[src/rtl/cordic_pkg.sv]
// Shared CORDIC sequencer definitions: mode encodings, Q0.24 angle tables,
// hyperbolic repeat indices and the Q0.24 -> output-format rounding helper.
package cordic_pkg;

  typedef enum logic [1:0] {
    MODE_CIRC = 2'b00,
    MODE_HYP  = 2'b01,
    MODE_LIN  = 2'b10,
    MODE_ILL  = 2'b11
  } cordic_mode_e;

  localparam int ROM_FRAC  = 24;
  localparam int ROM_DEPTH = 16;
  localparam int REP_IDX0  = 4;
  localparam int REP_IDX1  = 13;

  // round(atan(2^-i) * 2^24)
  localparam logic [31:0] ATAN_Q24 [ROM_DEPTH] = '{
    32'd13176795, 32'd7778716, 32'd4110060, 32'd2086331,
    32'd1047214,  32'd524117,  32'd262123,  32'd131069,
    32'd65536,    32'd32768,   32'd16384,   32'd8192,
    32'd4096,     32'd2048,    32'd1024,    32'd512
  };

  // round(atanh(2^-i) * 2^24); entry 0 is never addressed
  localparam logic [31:0] ATANH_Q24 [ROM_DEPTH] = '{
    32'd0,        32'd9215828, 32'd4285116, 32'd2108178,
    32'd1049945,  32'd524459,  32'd262165,  32'd131075,
    32'd65536,    32'd32768,   32'd16384,   32'd8192,
    32'd4096,     32'd2048,    32'd1024,    32'd512
  };

  // Half-up rounding of a Q0.24 value down to frac_bits fractional bits.
  function automatic int round_q24(input logic [31:0] raw, input int frac_bits);
    int sh;
    logic [31:0] half;
    sh = ROM_FRAC - frac_bits;
    if (sh <= 0) return int'(raw);
    half = 32'd1 << (sh - 1);
    return int'((raw + half) >> sh);
  endfunction

endpackage

[src/rtl/cordic_angle_rom.sv]
// Combinational angle lookup: (mode, shift) -> signed angle constant, using the
// tables for small shifts and the 2^-shift small-angle form elsewhere.
module cordic_angle_rom
  import cordic_pkg::*;
#(
  parameter int FIXED_WIDTH = 16,
  parameter int FRAC_BITS   = 13,
  parameter int SHIFT_W     = 5
) (
  input  cordic_mode_e                   mode,
  input  logic         [SHIFT_W-1:0]     shift,
  output logic signed  [FIXED_WIDTH-1:0] angle
);

  int sh;
  int val;

  always_comb begin
    sh  = int'(shift);
    val = 0;
    if (mode == MODE_LIN || sh >= ROM_DEPTH) begin
      if (sh <= FRAC_BITS) val = 1 << (FRAC_BITS - sh);
    end else if (mode == MODE_HYP) begin
      val = round_q24(ATANH_Q24[sh[3:0]], FRAC_BITS);
    end else begin
      val = round_q24(ATAN_Q24[sh[3:0]], FRAC_BITS);
    end
    angle = FIXED_WIDTH'(val);
  end

endmodule

[src/rtl/cordic_angle_sequencer.sv]
// Steps a CORDIC datapath through its iterations, presenting shift and angle per step.
// Define CORDIC_SEQ_LINEAR_EN to make mode 2'b10 (linear) a legal run mode.
module cordic_angle_sequencer
  import cordic_pkg::*;
#(
  parameter int FIXED_WIDTH = 16,
  parameter int FRAC_BITS   = 13,
  parameter int ITERATIONS  = 16,
  localparam int SHIFT_W    = $clog2(ITERATIONS + 1)
) (
  input  logic                          clk,
  input  logic                          rst_n,
  input  logic                          start,
  input  logic        [1:0]             mode,
  input  logic                          abort,
  input  logic                          step_ready,
  output logic                          step_valid,
  output logic        [SHIFT_W-1:0]     shift_amt,
  output logic signed [FIXED_WIDTH-1:0] angle_out,
  output logic                          last,
  output logic                          busy,
  output logic                          err
);

  typedef enum logic {S_IDLE, S_RUN} state_e;

  localparam logic [SHIFT_W-1:0] LAST_STEP = SHIFT_W'(ITERATIONS - 1);

  state_e                          state_q, state_d;
  cordic_mode_e                    mode_q, mode_d;
  logic         [SHIFT_W-1:0]      step_q, step_d;
  logic         [SHIFT_W-1:0]      shift_d;
  logic                            rep_q, rep_d;
  logic                            vld_d, last_d, err_d, load;
  logic                            mode_legal;
  logic signed  [FIXED_WIDTH-1:0]  rom_angle;

`ifdef CORDIC_SEQ_LINEAR_EN
  assign mode_legal = (mode != MODE_ILL);
`else
  assign mode_legal = (mode == MODE_CIRC) || (mode == MODE_HYP);
`endif

  // Next step selection; the ROM sees the step about to be registered.
  always_comb begin
    state_d = state_q;
    mode_d  = mode_q;
    step_d  = step_q;
    shift_d = shift_amt;
    rep_d   = rep_q;
    vld_d   = step_valid;
    last_d  = last;
    err_d   = 1'b0;
    load    = 1'b0;
    case (state_q)
      S_IDLE: begin
        if (start) begin
          if (mode_legal) begin
            mode_d  = cordic_mode_e'(mode);
            state_d = S_RUN;
            step_d  = '0;
            shift_d = (mode_d == MODE_HYP) ? SHIFT_W'(1) : '0;
            rep_d   = 1'b0;
            vld_d   = 1'b1;
            last_d  = 1'b0;
            load    = 1'b1;
          end else begin
            err_d = 1'b1;
          end
        end
      end
      S_RUN: begin
        if (abort || (step_ready && last)) begin
          state_d = S_IDLE;
          vld_d   = 1'b0;
          last_d  = 1'b0;
        end else if (step_ready) begin
          step_d = step_q + 1'b1;
          last_d = (step_d == LAST_STEP);
          load   = 1'b1;
          // Hyperbolic convergence needs shifts 4 and 13 applied twice.
          if (mode_q == MODE_HYP && !rep_q &&
              (int'(shift_amt) == REP_IDX0 || int'(shift_amt) == REP_IDX1)) begin
            rep_d = 1'b1;
          end else begin
            rep_d   = 1'b0;
            shift_d = shift_amt + 1'b1;
          end
        end
      end
      default: state_d = S_IDLE;
    endcase
  end

  cordic_angle_rom #(
    .FIXED_WIDTH (FIXED_WIDTH),
    .FRAC_BITS   (FRAC_BITS),
    .SHIFT_W     (SHIFT_W)
  ) u_rom (
    .mode  (mode_d),
    .shift (shift_d),
    .angle (rom_angle)
  );

  // Output register stage
  always_ff @(posedge clk or negedge rst_n) begin
    if (!rst_n) begin
      state_q    <= S_IDLE;
      mode_q     <= MODE_CIRC;
      step_q     <= '0;
      rep_q      <= 1'b0;
      step_valid <= 1'b0;
      shift_amt  <= '0;
      angle_out  <= '0;
      last       <= 1'b0;
      busy       <= 1'b0;
      err        <= 1'b0;
    end else begin
      state_q    <= state_d;
      mode_q     <= mode_d;
      step_q     <= step_d;
      rep_q      <= rep_d;
      step_valid <= vld_d;
      shift_amt  <= shift_d;
      last       <= last_d;
      busy       <= (state_d == S_RUN);
      err        <= err_d;
      if (load) angle_out <= rom_angle;
    end
  end

endmodule

[config.mk]
export PLATFORM = sky130hd
export DESIGN_NAME = cordic_angle_sequencer
export DESIGN_NICKNAME = d
export VERILOG_FILES = /design/src/rtl/cordic_pkg.sv /design/src/rtl/cordic_angle_rom.sv /design/src/rtl/cordic_angle_sequencer.sv
export SDC_FILE = /design/constraint.sdc
export NUM_CORES = 1
export LEC_CHECK = 0
export ABC_CLOCK_PERIOD_IN_PS = 4850
export BUFFER_PORTS_ARGS = -buffer_cell sky130_fd_sc_hd__clkbuf_2
export CORE_ASPECT_RATIO = 1.75
export CORE_MARGIN = 2
export CORE_UTILIZATION = 45
export CTS_BUF_LIST = sky130_fd_sc_hd__clkbuf_8
export CTS_CLUSTER_SIZE = 8
export DETAILED_ROUTE_END_ITERATION = 10
export GPL_ROUTABILITY_DRIVEN = 0
export PLACE_DENSITY = 0.64
export RECOVER_POWER = 50
export SYNTH_ARGS = -nofsm -noshare
export SYNTH_HDL_FRONTEND = slang
export SYNTH_SLANG_ARGS = --single-unit
[constraint.sdc]
create_clock -name clk -period 4.85 [get_ports clk]
set_input_delay 0.2425 -clock clk [delete_from_list [all_inputs] [get_ports clk]]
set_output_delay 0.2425 -clock clk [all_outputs]
set_load 0.01 [all_outputs]
# Word level (Yosys, flattened, before mapping)
# Memory sizes are Yosys's and may differ from the RTL's.
# Cells that the tools add are included.
[classes] shifts=1 mux=45 eq_ne=13 add_sub_neg=5 n_reduce_logical=12 n_lt_le_gt_ge=3 bitwise=2
[op_table] op="$mux 27" n=4
[op_table] op="$add 27x11->27 const B" n=2
[op_table] op="$mux 16" n=3
[op_table] op="$mux 5" n=9
[op_table] op="$shl 1x32->16 const A" n=1
[op_table] op="$pmux 5 s2" n=2
[op_table] op="$mux 1" n=19
[op_table] op="$add 5x1->5 const B" n=2
[op_table] op="$eq 5x4->1 const B" n=2
[op_table] op="$ge 5x5->1 const B" n=2
[op_table] op="$pmux 1 s2" n=5
[op_table] op="$ne 2x2->1 const B" n=4
[op_table] op="$eq 2x1->1 const B" n=3
[op_table] op="$mux 2" n=3
[op_table] op="$reduce_and 3->1" n=2
[op_table] op="$sub 4x5->6 const A" n=1
[op_table] op="$eq 5x5->1 const B" n=1
[op_table] op="$le 5x4->1 const B" n=1
[op_table] op="$not 4->5" n=1
[op_table] op="$logic_or 1x1->1" n=4
[op_table] op="$reduce_and 4->1" n=1
[op_table] op="$logic_and 1x1->1" n=3
[op_table] op="$ne 3x2->1 const B" n=1
[op_table] op="$eq 2x2->1 const B" n=1
[op_table] op="4 further kinds" n=4
[word_totals] romBits=1024 reg_bits=33 mem_count=2 in_bits=7
[mem_list] memory="(no name shown)" depth=16 word_bits=32 rd=1 rd_clocked_by_memory_dff=0 write_ports=0 line_no="cordic_angle_rom.sv:24" rtl="val = round_q24(ATANH_Q24[sh[3:0]], FRAC_BITS);"
[mem_list] memory="(no name shown)" depth=16 word_bits=32 rd=1 rd_clocked_by_memory_dff=0 write_ports=0 line_no="cordic_angle_rom.sv:26" rtl="val = round_q24(ATAN_Q24[sh[3:0]], FRAC_BITS);"

# Depth between registers and ports, before layout
# Gate-level depths: netlist of the first run.
[depth] ltp_word=14 depth_mapped=16

# Cells and area by module
# Synthesis of the first run repeated with hierarchy kept, for this count alone.
[hier_totals] hier_cells=283 area_unflattened_um2=2576.2
[by_module_without_submodules] module="cordic_angle_sequencer" area_each_um2=1566.5 instances=1 cells_each=134 seq_area_each_um2=825.8
[by_module_without_submodules] module="cordic_angle_rom" area_each_um2=1009.7 instances=1 cells_each=149 seq_area_each_um2=0.0

# Least setup slack after synthesis of the first run
# OpenSTA, ideal clock, no wires.
[synth_path] kind="reg-to-reg" from="register shift_amt[4]" to="register angle_out[5]" path_buffers=0 path_slack_ns=1.447 setup_time_ns=0.087 t_arrival_ns=3.316 synth_period_minus_slack_ns=3.403 stages_incl_launch_ff=12 cell_sequence="dfrtp_1 or4b_4 o32a_1 o221a_4 ha_1 a2111oi_0 nor4_1 a311o_1 ha_1 and4_1 xor2_1 o211ai_1"
[synth_via] elab_chain_len=14 elab_cells_between_ends=28 classes_between="4 x add/sub; 2 x order compare; 2 x eq/ne; 1 x shift; 13 x mux; 1 x bitwise; 3 x reduce/logical; 2 x memory"
[synth_lines] item="start, declared" line_no="cordic_angle_sequencer.sv:18" rtl="output logic [SHIFT_W-1:0] shift_amt,"
[synth_lines] item="start signal, assigned" line_no="cordic_angle_sequencer.sv:124" rtl="shift_amt <= shift_d;"
[synth_lines] item="$eq 5x4->1 or $eq 5x5->1 (tied branches)" line_no="cordic_angle_sequencer.sv:83" rtl="(int'(shift_amt) == REP_IDX0 || int'(shift_amt) == REP_IDX1)) begin"
[synth_lines] item="$logic_or 1x1->1 *" line_no="cordic_angle_sequencer.sv:83"
[synth_lines] item="$logic_and 1x1->1 *" line_no="cordic_angle_sequencer.sv:82" rtl="if (mode_q == MODE_HYP && !rep_q &&"
[synth_lines] item="$mux 5 *" line_no="cordic_angle_sequencer.sv:82"
[synth_lines] item="$mux 5 *" line_no="cordic_angle_sequencer.sv:77" rtl="end else if (step_ready) begin"
[synth_lines] item="$mux 5 *" line_no="cordic_angle_sequencer.sv:73" rtl="if (abort || (step_ready && last)) begin"
[synth_lines] item="$pmux 5 s2 *" line_no="cordic_angle_sequencer.sv:55" rtl="case (state_q)"
[synth_lines] item="via shift_d[0]" line_no="cordic_angle_sequencer.sv:32" rtl="logic [SHIFT_W-1:0] shift_d;"
[synth_lines] item="$not 4->5 (implied by the code)" line_no="cordic_angle_rom.sv:24, cordic_angle_rom.sv:26"
[synth_lines] item="$mem_v2 16x32, on equally long branches"
[synth_lines] item="$mux 27, on equally long branches (2 in a row)" line_no="cordic_angle_rom.sv:26, cordic_angle_rom.sv:24"
[synth_lines] item="$add 27x11->27" line_no="cordic_pkg.sv:40" rtl="return int'((raw + half) >> sh);"
[synth_lines] item="$mux 16" line_no="cordic_angle_rom.sv:23" rtl="end else if (mode == MODE_HYP) begin"
[synth_lines] item="$mux 16 *" line_no="cordic_angle_rom.sv:21" rtl="if (mode == MODE_LIN || sh >= ROM_DEPTH) begin"
[synth_lines] item="end signal, assigned" line_no="cordic_angle_sequencer.sv:128" rtl="if (load) angle_out <= rom_angle;"
[synth_lines] item="end, declared" line_no="cordic_angle_sequencer.sv:19" rtl="output logic signed [FIXED_WIDTH-1:0] angle_out,"
# The timed path passes the listed nets; every way through them passes the cells marked *. The select of a mux whose other input is x is not followed.
# A chain may end at the register's enable or synchronous reset.

# Worst setup path in the final report of the first run
[layout_path] from="register shift_amt[0]" to="register angle_out[8]"
[layout_via] elab_chain_len=14 elab_cells_between_ends=28 classes_between="4 x add/sub; 2 x order compare; 2 x eq/ne; 1 x shift; 13 x mux; 1 x bitwise; 3 x reduce/logical; 2 x memory"
[layout_lines] item="branches (longest 3 deep; another with $add 5x1->5)"
[layout_lines] item="$mux 5 *" line_no="cordic_angle_sequencer.sv:82"
[layout_lines] item="$mux 5 *" line_no="cordic_angle_sequencer.sv:77"
[layout_lines] item="$mux 5 *" line_no="cordic_angle_sequencer.sv:73"
[layout_lines] item="$pmux 5 s2 *" line_no="cordic_angle_sequencer.sv:55"
[layout_lines] item="via shift_d[1]" line_no="cordic_angle_sequencer.sv:32"
[layout_lines] item="$not 4->5 (implied by the code)" line_no="cordic_angle_rom.sv:24, cordic_angle_rom.sv:26"
[layout_lines] item="$mem_v2 16x32, on equally long branches"
[layout_lines] item="$mux 27, on equally long branches (2 in a row)" line_no="cordic_angle_rom.sv:26, cordic_angle_rom.sv:24"
[layout_lines] item="$add 27x11->27" line_no="cordic_pkg.sv:40"
[layout_lines] item="$mux 16" line_no="cordic_angle_rom.sv:23"
[layout_lines] item="$mux 16 *" line_no="cordic_angle_rom.sv:21"
# Mark *: on every way through the listed nets, which the timed path passes. The select of a mux whose other input is x is not followed.

==> run summary, run 1 <==
status: finished, violations left
failing checks: max-capacitance violations, max-slew violations
CP Class: register to register
Finish-stage setup viols: 0
PwrDens: 440 nW/um^2
Pre-antenna DRT Iters: 4
IO Port Bufs: 31
Max IR drop VDD: 0.220 mV
crit path from: shift_amt[0]
Synth Net Count: 316
die area: 6340 um^2
endpoints failing hold: 0
Layout Nets: 341
Final Cell Area: 2850 um^2
die width: 61.0 um
sequential share of the synthesized area: 32.2%
hpwl dp: 5.28 mm
Fmax: 245 MHz
drt wl/cell: 17.7 um
PostCTS Resize Cnt: 0
crit start category: register
CP cell instances: inv_1, ha_1, mux2i_2, o32a_1, a2bb2oi_2, inv_1, ha_1, a2bb2oi_1, o221ai_1, o22ai_1, nor4b_1, nand3_1, xnor2_1, o21ai_1
Slew Limit Headroom: -19.7%
cell area after synthesis: 2560 um^2
dpl cell area: 2750 um^2
fin util: 51.4%
CTS tree: yes
initial drt markers: 181
Yosys cell types: 73
largest fanout on the critical path: 12
most frequent cells in the layout: 42 x nand2_1, 33 x dfrtp_1, 19 x clkbuf_2, 18 x nor2_1, 17 x ha_1
Post-route DRC: 0
first-pass GRT wire length: 11.3 mm
clock slew at reported path FFs: 0.07 ns
vias in the first global route: 2,330
largest net degree at the start of global routing: 34
Max-Cap Viols: 1
HP Class: input port to register
Final period util: 84.2%
Hold-fix buffers, CTS: 0
Reg-to-Reg Start: shift_amt[0]
Setup crit end: angle_out[8]
Crit path largest cell delay: 0.50 ns
Max clock buf depth: 2
diodes inserted: 0
# H-tree levels: 2
RSZ-0062 raised after global routing: no
Initial Util: 46.3%
worst endpoint data arrival time: 4.25 ns
worst slew pin tran: 1.80 ns
Syn. warnings: 0
Post-synth EDFFs: 0
area of the multi-input gates: 1610 um^2
clk_skew: 0.00366 ns
CTS sink count: 33
top_reg_cell synth: dfrtp_1
slowest stage cell on the critical path: dfrtp_1
fill count: 539
crit end category: register
Rows: 36
via count: 2,333
Mapped Cells: 292
reg-to-reg slack, setup: 0.77 ns
leak pwr: 1.28 nW
Global Route Usage Sum: 23.3%
syn avg cell area: 8.78 um^2
postcts setup bufs: 0
Final Max Tran Viols: 34
Worst-Skew Late Latency: 0.29 ns
share of layout cells above drive strength 1: 15.1%
gr ovfl total: 0
Setup TNS: 0 ns
area grow syn2layout: 11.1%
R2R cell count: 14
RR Endpoint: angle_out[8]
post-route minimum period: 4.08 ns
Vias/cell: 5.92
Required @ worst endpoint: 5.02 ns
flop and latch count out of synthesis: 33
total wire length: 6.96 mm
DRT antenna net count: 0
TritonCTS Buffers: 5
Post-synth ARST share: 100%
commonest non-fill, non-tap cell in the layout: nand2_1
Die H: 104 um
initial antenna violation count: 0
root buf cell: clkbuf_8
Core Region: 5540 um^2
register area: 826 um^2
IO Count: 32
flip-flops by register name, summed over array words and instances (netlist names):
| signal | flops |
|---|---|
| err | 1 |
| angle_out | 16 |
| shift_amt | 5 |
| state_q | 1 |
| mode_q | 2 |
| step_valid | 1 |
| last | 1 |
| step_q | 5 |
| rep_q | 1 |
area by class of cell:
class | count | share of cell area (%)
Multi-Input combinational cell | 233 | 56.6
Inverter | 11 | 1.54
Timing Repair Buffer | 33 | 5.45
Tap cell | 76 | 3.34
Sequential cell | 33 | 29.0
Clock buffer | 6 | 2.90
Clock inverter | 2 | 1.19
power by group:
part	internal [mW]	total, mW	leakage (nW)	switching, mW
Sequential	0.341	0.397	0.425	0.0566
Clock	0.165	0.272	0.0626	0.106
Combinational	0.222	0.584	0.792	0.361
Total	0.729	1.25	1.28	0.524
worst max-delay path: cells and delay by family, from the launching register on:
| family | cells | cell delay [ns] |
|---|---|---|
| DFF | 1 | 0.50 |
| AOI/OAI and AO/OA | 6 | 1.43 |
| adders and majority gates | 2 | 0.55 |
| buffers and inverters | 2 | 0.42 |
| muxes | 1 | 0.31 |
| xor gates and xnor gates | 1 | 0.22 |
| and+or+nand+nor | 2 | 0.54 |
routing by layer:
layer,global-route usage (%),wire length [um]
met5,0,0
met4,12.3,306
met3,3.62,225
met2,40.6,3810
met1,25.4,2610
synth_stat cells, types with 4 or more instances:
library cell  instances  area [um^2]
inv_1                 9         33.8
nand3_1              15         75.1
o21ai_1               5         25.0
clkbuf_1              5         18.8
buf_2                 6         30.0
nor4b_1               4         35.0
nor3_1                7         35.0
nand4_1               4         25.0
nand2_1              42          158
xor2_1                8         70.1
dfrtp_1              33          826
o21ai_0              14         70.1
nor2_1               18         67.6
and3_1                7         43.8
ha_1                 17          213
a21oi_1              10         50.1
mux2i_1               4         40.0
a22o_1                4         35.0
kinds of logic (layout without fill, tap and decap cells):
| family | count (synthesis) | after routing | share of synthesized area (%) |
|---|---|---|---|
| xor gates and xnor gates | 11 | 11 | 3.76 |
| adders and majority gates | 17 | 17 | 8.30 |
| and+or+nand+nor | 123 | 123 | 25.3 |
| AOI/OAI and AO/OA | 75 | 75 | 22.4 |
| muxes | 7 | 7 | 3.12 |
| buffers and inverters | 26 | 52 | 4.93 |
| DFF | 33 | 33 | 32.2 |
worst min path at each step:
stage	startpoint	endpoint	slack, ns	cells past startpoint
2_1_floorplan	rst_n	angle_out[0]	-0.05	0
3_3_place_gp	rst_n	shift_amt[0]	0.38	1
3_5_place_dp	rst_n	shift_amt[1]	0.39	1
4_1_cts	rst_n	shift_amt[1]	0.08	1
5_1_grt	start	err	0.23	2
6_report	start	err	0.22	2
per-stage QoR:
step / hold WS, ns / total power, mW / std cells / setup WS, ns
2_1_floorplan: -0.0531 / 0.797 / 292 / 1.45
3_3_place_gp: 0.381 / 0.989 / 386 / 0.853
3_5_place_dp: 0.394 / 0.986 / 386 / 0.833
4_1_cts: 0.0786 / 1.26 / 394 / 0.803
5_1_grt: 0.225 / 1.34 / 394 / 0.450
6_report: 0.221 / 1.25 / 394 / 0.769
(Power assumes the default switching activity.)
==> run 2: changes to the inputs <==
--- a/config.mk
+++ b/config.mk
@@ -5,7 +5,7 @@
 export SDC_FILE = /design/constraint.sdc
 export NUM_CORES = 1
 export LEC_CHECK = 0
-export ABC_CLOCK_PERIOD_IN_PS = 4850
+export ABC_CLOCK_PERIOD_IN_PS = 3560
 export BUFFER_PORTS_ARGS = -buffer_cell sky130_fd_sc_hd__clkbuf_2
 export CORE_ASPECT_RATIO = 1.75
 export CORE_MARGIN = 2
@@ -14,7 +14,7 @@
 export CTS_CLUSTER_SIZE = 8
 export DETAILED_ROUTE_END_ITERATION = 10
 export GPL_ROUTABILITY_DRIVEN = 0
-export PLACE_DENSITY = 0.64
+export PLACE_DENSITY = 0.67
 export RECOVER_POWER = 50
 export SYNTH_ARGS = -nofsm -noshare
 export SYNTH_HDL_FRONTEND = slang
==> constraint.sdc (replaced) <==
create_clock -name clk -period 3.56 [get_ports clk]
set_input_delay 0.178 -clock clk [delete_from_list [all_inputs] [get_ports clk]]
set_output_delay 0.178 -clock clk [all_outputs]
set_load 0.01 [all_outputs]
==> run 2 against run 1 <==
Against the previous run: the run still ends with max-capacitance violations, max-slew violations left; non-clock buffer count up 38; count of clock-buffer cells in the layout shrank 1; worst hold slack got worse by 0.079 ns; clock skew rose by 0.0033 ns; routed wire length grew 5.5%; via count is 6.4% higher; first-iteration DRC count shrank 22%; critical path type unchanged; largest power group unchanged; highest routed layer unchanged.
==> run summary, run 2 (synthesis gave the netlist of run 1 again) <==
Clk pwr share: 15.9% (-5.8 points)
worst slew pin tran: 1.88 ns (+0.0836 ns)
hpwl dp: 5.54 mm (+4.9%)
DRT antenna net count: 0 (unchanged)
Fmax: 291 MHz (+19%)
total wire length: 7.34 mm (+5.5%)
initial antenna violation count: 0 (unchanged)
Hold-fix buffers, CTS: 0 (unchanged)
Final period util: 96.4% (+12 points)
vias in the first global route: 2,399 (+3.0%)
Most flops, register: angle_out
Worst-Skew Late Latency: 0.30 ns (about the same)
net switching power: 0.751 mW (+43%)
Initial Util: 46.3% (unchanged)
CTS sink count: 33 (unchanged)
root buf cell: clkbuf_8
IO Count: 32 (unchanged)
clock slew at reported path FFs: 0.07 ns (about the same)
Sequential Power Share: 29.9% (-1.8 points)
Required @ worst endpoint: 3.74 ns (-1.28 ns)
# H-tree levels: 2 (unchanged)
TritonCTS Buffers: 5 (unchanged)
Max-Cap Viols: 1 (unchanged)
Core Region: 5540 um^2 (unchanged)
die width: 61.0 um (unchanged)
failing checks: max-capacitance violations, max-slew violations
endpoints failing hold: 0 (unchanged)
CTS tree: yes
Place WS: 0.00109 ns (-0.832 ns)
share of layout cells above drive strength 1: 27.8% (+13 points)
biggest regs: angle_out x16, shift_amt x5, step_q x5
commonest non-fill, non-tap cell in the layout: nand2_1
crit start category: register
diodes inserted: 0 (unchanged)
initial drt markers: 142 (-22%)
Int Pwr: 1.03 mW (+42%)
Layout Nets: 379 (+11%)
drt wl/cell: 17.0 um (-3.7%)
PwrDens: 564 nW/um^2 (+28%)
Max clock buf depth: 2 (unchanged)
most frequent cells in the layout: 42 x nand2_1, 40 x buf_4, 32 x dfrtp_1, 20 x clkbuf_2, 18 x nor2_1
Die H: 104 um (unchanged)
status: finished, violations left
die area: 6340 um^2 (unchanged)
Vias/cell: 5.75 (-3.0%)
fill count: 537 (-0.37%)
largest fanout on the critical path: 7 (-5)
largest net degree at the start of global routing: 34 (unchanged)
leak pwr: 1.45 nW (+14%)
Rows: 36 (unchanged)
IO Port Bufs: 31 (unchanged)
HP Class: input port to register
worst endpoint data arrival time: 3.62 ns (-0.63 ns)
Pre-antenna DRT Iters: 4 (unchanged)
first-pass GRT wire length: 11.4 mm (+1.6%)
Max IR drop VDD: 0.278 mV (+26%)
dpl cell area: 3020 um^2 (+9.8%)
fin worst setup slack: 0.127 ns (-0.642 ns)
Logic pwr share: 54.3% (+7.7 points)
area grow syn2layout: 23.4%
clk_skew: 0.00699 ns (+0.00333 ns)
CP Class: register to register
Post-route DRC: 0 (unchanged)
Finish-stage setup viols: 0 (unchanged)
gr ovfl total: 0 (unchanged)
Final Max Tran Viols: 34 (unchanged)
post-route minimum period: 3.43 ns (-0.648 ns)
Final Cell Area: 3160 um^2 (+11%)
number of flip-flops under the largest register name: 16 (unchanged)
Slew Limit Headroom: -25.3% (-5.6 points)
via count: 2,482 (+6.4%)
Global Route Usage Sum: 23.6% (+0.26 points)
crit end category: register
sw frac: 42.1% (+0.24 points)
-- run 2: cell types whose count changed in the layout (fill, tap and decap cells not counted), moves of 2 or more --
| cell | delta |
|---|---|
| a2111oi_2 | +2 |
| ha_1 | -3 |
| a2111oi_0 | -2 |
| buf_4 | +38 |
| clkinv_2 | +2 |
| ha_2 | +3 |
-- run 2: final cells by class --
type | instances | area [um^2] | area share (%)
Clock buffer | 5 | 68.8 | 2.18
Inverter | 11 | 46.3 | 1.46
Sequential cell | 33 | 827 | 26.1
Tap cell | 76 | 95.1 | 3.01
Timing Repair Buffer | 71 | 442 | 14.0
Clock inverter | 3 | 17.5 | 0.554
Multi-Input combinational cell | 233 | 1670 | 52.7
-- run 2: worst paths after layout --
check	startpoint	end	slack, ns	cells after the start
setup / recovery	rep_q	angle_out[1]	0.13	12
hold / removal	start	err	0.14	2
setup reg to reg	rep_q	angle_out[1]	0.13	12
hold reg to reg	angle_out[15]	angle_out[15]	0.48	2
max in group asynchronous	rst_n	shift_amt[0]	1.97	1
min in group asynchronous	rst_n	shift_amt[0]	0.39	1
-- run 2: stage by stage --
step | instances | utilization [%] | TNS (ns) | power (mW) | hold WS [ns]
after floorplan | 292 | - | 0 | 1.09 | -0.118
after global placement | 422 | 54.4 | 0 | 1.45 | 0.314
after CTS | 430 | 56.0 | 0 | 1.75 | 0.00878
final | 432 | 57.1 | 0 | 1.79 | 0.142
after global routing | 432 | 57.1 | -0.0277 | 1.90 | 0.148
after detailed placement | 422 | 54.4 | 0 | 1.46 | 0.325
-- run 2: power groups by stage --
stage               Sequential [mW]  Clock [mW]  Combinational [mW]
floorplan                     0.560           0               0.525
global placement              0.540           0               0.913
detailed placement            0.539           0               0.925
CTS                           0.532       0.292               0.930
global route                  0.545       0.306                1.05
finish                        0.533       0.283               0.969
-- run 2: repair_timing --
| action | CTS | global route |
|---|---|---|
| resized for setup | 2 | 14 |
| buffers inserted | 0 | 2 |
| endpoints found under the hold margin | 0 | 0 |
| endpoints found under the setup margin | 1 | 8 |
| pin swaps | 0 | 6 |
-- run 2: per-layer routing --
layer / global-route usage, % / wire length [um] / vias up
li1: - / - / 1209
met1: 26.9 / 2850 / 1178
met2: 39.4 / 3830 / 64
met3: 3.12 / 208 / 31
met4: 14.0 / 445 / 0
met5: 0 / 0 / -
-- run 2: worst max-delay path, cell delays in order (launching register included) --
cell       delay (ns)
dfrtp_1          0.38
or4b_4           0.56
o311ai_2         0.29
o221a_4          0.30
inv_6            0.07
ha_2             0.19
a2111oi_2        0.34
nor4_1           0.10
a311o_1          0.36
ha_2             0.21
xor2_1           0.17
a221oi_2         0.29
nor2_1           0.07
==> run 3: changes to the inputs <==
--- a/config.mk
+++ b/config.mk
@@ -5,6 +5,7 @@
 export SDC_FILE = /design/constraint.sdc
 export NUM_CORES = 1
 export LEC_CHECK = 0
+export ABC_AREA = 1
 export ABC_CLOCK_PERIOD_IN_PS = 3560
 export BUFFER_PORTS_ARGS = -buffer_cell sky130_fd_sc_hd__clkbuf_2
 export CORE_ASPECT_RATIO = 1.75
==> run 3 against run 2 <==
Against the previous run: the run still ends with max-capacitance violations, max-slew violations left; design area is 5.7% lower; utilization is 4.1 points lower; routed wire length is 6.1% lower; fmax is 7.2% higher; power is 22% higher; non-clock buffer count is 34 lower; critical path type unchanged.
==> run summary, run 3 <==
Max-Cap Viols: 1 (unchanged)
syn avg cell area: 7.33 um^2 (-16%)
top_reg_cell synth: dfrtp_1
RSZ-0062 raised after global routing: no
post-route minimum period: 3.20 ns (-0.232 ns)
Setup TNS: 0 ns (unchanged)
HP Class: input port to register
number of flip-flops under the largest register name: 16 (unchanged)
PwrDens: 732 nW/um^2 (+30%)
register area: 826 um^2 (-0.15%)
Place WS: 0.162 ns (+0.161 ns)
Final Max Tran Viols: 34 (unchanged)
fin util: 53.0% (-4.1 points)
Finish-stage setup viols: 0 (unchanged)
final std cells w/o fill: 477 (+10%)
Post-synth ARST share: 100% (unchanged)
Sequential Power Share: 26.1% (-3.8 points)
Post-synth EDFFs: 0 (unchanged)
Die H: 105 um (+1.4%)
area grow syn2layout: 13.1%
sequential share of the synthesized area: 31.3% (-0.93 points)
Int Pwr: 1.07 mW (+3.9%)
Logic pwr share: 61.6% (+7.3 points)
Synth Area in XOR/XNOR: 2.23% (-1.5 points)
commonest non-fill, non-tap cell in the layout: nand2_1
most frequent cell after synthesis: nand2_1
crit start category: register
largest net degree at the start of global routing: 34 (unchanged)
flop and latch count out of synthesis: 33 (unchanged)
hold path startpoint: start
sw frac: 50.8% (+8.7 points)
most frequent cells in the layout: 85 x nand2_1, 41 x nor2_1, 36 x nand3_1, 33 x dfrtp_1, 32 x inv_1
R2R cell count: 22 (+10)
dpl cell area: 2890 um^2 (-4.2%)
vias in the first global route: 2,437 (+1.6%)
via count: 2,502 (+0.81%)
worst hold endpoint: err
Most flops, register: angle_out
largest fanout on the critical path: 8 (+1)
crit end category: register
Initial Util: 46.9% (+0.62 points)
Clk pwr share: 12.3% (-3.6 points)
Synth top cells by count: 86 x nand2_1, 41 x nor2_1, 36 x nand3_1, 33 x dfrtp_1, 32 x inv_1
CTS sink count: 33 (unchanged)
Mapped Cells: 360 (+23%)
multiplexer share of the synthesized area: 0% (-3.1 points)
die area: 6520 um^2 (+2.8%)
clock slew at reported path FFs: 0.07 ns (about the same)
status: finished, violations left
crit path from: shift_amt[1]
net switching power: 1.11 mW (+48%)
clk_skew: 0.00477 ns (-0.00222 ns)
fill count: 576 (+7.3%)
IO Port Bufs: 31 (unchanged)
largest family of logic cells by synthesized area: simple AND/OR/NAND/NOR gates
Core Region: 5630 um^2 (+1.6%)
Final period util: 89.9% (-6.5 points)
IO Count: 32 (unchanged)
CTS tree: yes
Yosys cell types: 39 (-47%)
Fmax: 312 MHz (+7.2%)
cell area after synthesis: 2640 um^2 (+3.0%)
initial drt markers: 210 (+48%)
area of the multi-input gates: 1620 um^2 (-2.6%)
Vias/cell: 5.25 (-8.7%)
hpwl dp: 5.43 mm (-1.9%)
Final Cell Area: 2980 um^2 (-5.7%)
worst endpoint data arrival time: 3.43 ns (-0.19 ns)
Hold-fix buffers, CTS: 0 (unchanged)
initial antenna violation count: 0 (unchanged)
largest area contributor in the synthesized netlist: dfrtp_1
first-pass GRT wire length: 11.5 mm (+0.48%)
Max IR drop VDD: 0.346 mV (+25%)
CP Class: register to register
die width: 61.9 um (+1.4%)
Post-Synth Simple-Gate Area: 40.0% (+15 points)
hold depth: 3 (+1)
Required @ worst endpoint: 3.78 ns (+0.04 ns)
gr ovfl total: 0 (unchanged)
Post-route DRC: 0 (unchanged)
root buf cell: clkbuf_8
complex-gate fraction of the synthesized area: 10.8% (-12 points)
cells taking the most area after synthesis: dfrtp_1 31%, nand2_1 12%, ha_1 8.1%
Yosys top cell area share: 31.3% (-0.93 points)
# H-tree levels: 2 (unchanged)
RR Endpoint: angle_out[5]
worst slew pin tran: 1.81 ns (-0.0699 ns)
Layout Nets: 424 (+12%)
endpoints failing hold: 0 (unchanged)
biggest regs: angle_out x16, shift_amt x5, step_q x5
failing checks: max-capacitance violations, max-slew violations
diodes inserted: 0 (unchanged)
leak pwr: 1.47 nW (+1.3%)
drt wl/cell: 14.5 um (-15%)
post-synthesis share of cell area spent on full adders, half adders and majority gates: 8.06% (-0.24 points)
Reg-to-Reg Start: shift_amt[1]
reg-to-reg slack, setup: 0.36 ns (+0.23 ns)
Worst-Skew Late Latency: 0.29 ns (about the same)
Pre-antenna DRT Iters: 4 (unchanged)
Max clock buf depth: 2 (unchanged)
Global Route Usage Sum: 23.3% (-0.24 points)
Placed Cells: 467 (+11%)
DRT antenna net count: 0 (unchanged)
Syn. warnings: 0 (unchanged)
total wire length: 6.90 mm (-6.1%)
Rows: 36 (unchanged)
Synth Net Count: 384 (+22%)
Slew Limit Headroom: -20.6% (+4.7 points)
share of layout cells above drive strength 1: 22.4% (-5.4 points)
TritonCTS Buffers: 5 (unchanged)
fin worst setup slack: 0.359 ns (+0.232 ns)
[run 3: worst max-delay path by stage]
| stage | endpoint | slack, ns | cells after the start |
|---|---|---|---|
| floorplan | angle_out[5] | 0.57 | 20 |
| global placement | angle_out[9] | 0.33 | 22 |
| detailed placement | angle_out[5] | 0.16 | 22 |
| CTS | angle_out[5] | 0.13 | 22 |
| global route | angle_out[5] | 0.05 | 20 |
| finish | angle_out[5] | 0.36 | 22 |
[run 3: power groups by stage]
stage / Clock [mW] / Combinational [mW] / Sequential (mW)
2_1_floorplan: 0 / 0.905 / 0.601
3_3_place_gp: 0 / 1.31 / 0.569
3_5_place_dp: 0 / 1.32 / 0.574
4_1_cts: 0.277 / 1.33 / 0.568
5_1_grt: 0.292 / 1.52 / 0.585
6_report: 0.269 / 1.35 / 0.569
[run 3: critical path: stages (launching register included)]
cell	delay, ns
dfrtp_1	0.41
inv_1	0.13
ha_1	0.18
nand2_1	0.05
nand2_1	0.12
nand3_4	0.15
nand2_1	0.12
nand2_1	0.06
nand3_1	0.10
nand2_2	0.12
inv_2	0.14
ha_2	0.23
nand3_1	0.13
nand3_1	0.11
nand3_1	0.11
inv_1	0.10
ha_1	0.16
nand4_1	0.19
nor2_4	0.16
nand2_1	0.08
nand2_1	0.07
nand3_1	0.09
a21oi_2	0.13
[run 3: per-layer routing]
| layer | track usage, % | part of all wire (%) | vias up |
|---|---|---|---|
| met5 | 0 | 0 | - |
| met4 | 8.51 | 2.5 | 0 |
| met3 | 2.58 | 2.7 | 15 |
| met2 | 42.6 | 56 | 48 |
| met1 | 26.0 | 39 | 1176 |
| li1 | - | - | 1263 |
[run 3: logic make-up after synthesis]
logic type / after synthesis
compound gates: 45
buf+inv: 50
xor+xnor: 5
fa+ha+maj: 17
flops: 33
simple gates: 210
[run 3: repair_timing]
item | CTS | global route
gates resized for setup | 0 | 5
endpoints found under the setup margin | 0 | 6
setup buffers | 0 | 2
[run 3: final cells by class]
| type | instances | share of cell area, % |
|---|---|---|
| Multi-Input combinational cell | 277 | 54.4 |
| Sequential cell | 33 | 27.7 |
| Timing Repair Buffer | 37 | 6.21 |
| Inverter | 46 | 5.79 |
| Tap cell | 76 | 3.19 |
| Clock buffer | 5 | 2.31 |
| Clock inverter | 3 | 0.461 |
[run 3: stage by stage]
step                      hold slack [ns]  power [mW]
after floorplan                    -0.118        1.51
after global placement              0.310        1.88
after detailed placement            0.319        1.89
after CTS                         0.00613        2.18
after global routing                0.128        2.39
final                              0.0971        2.18
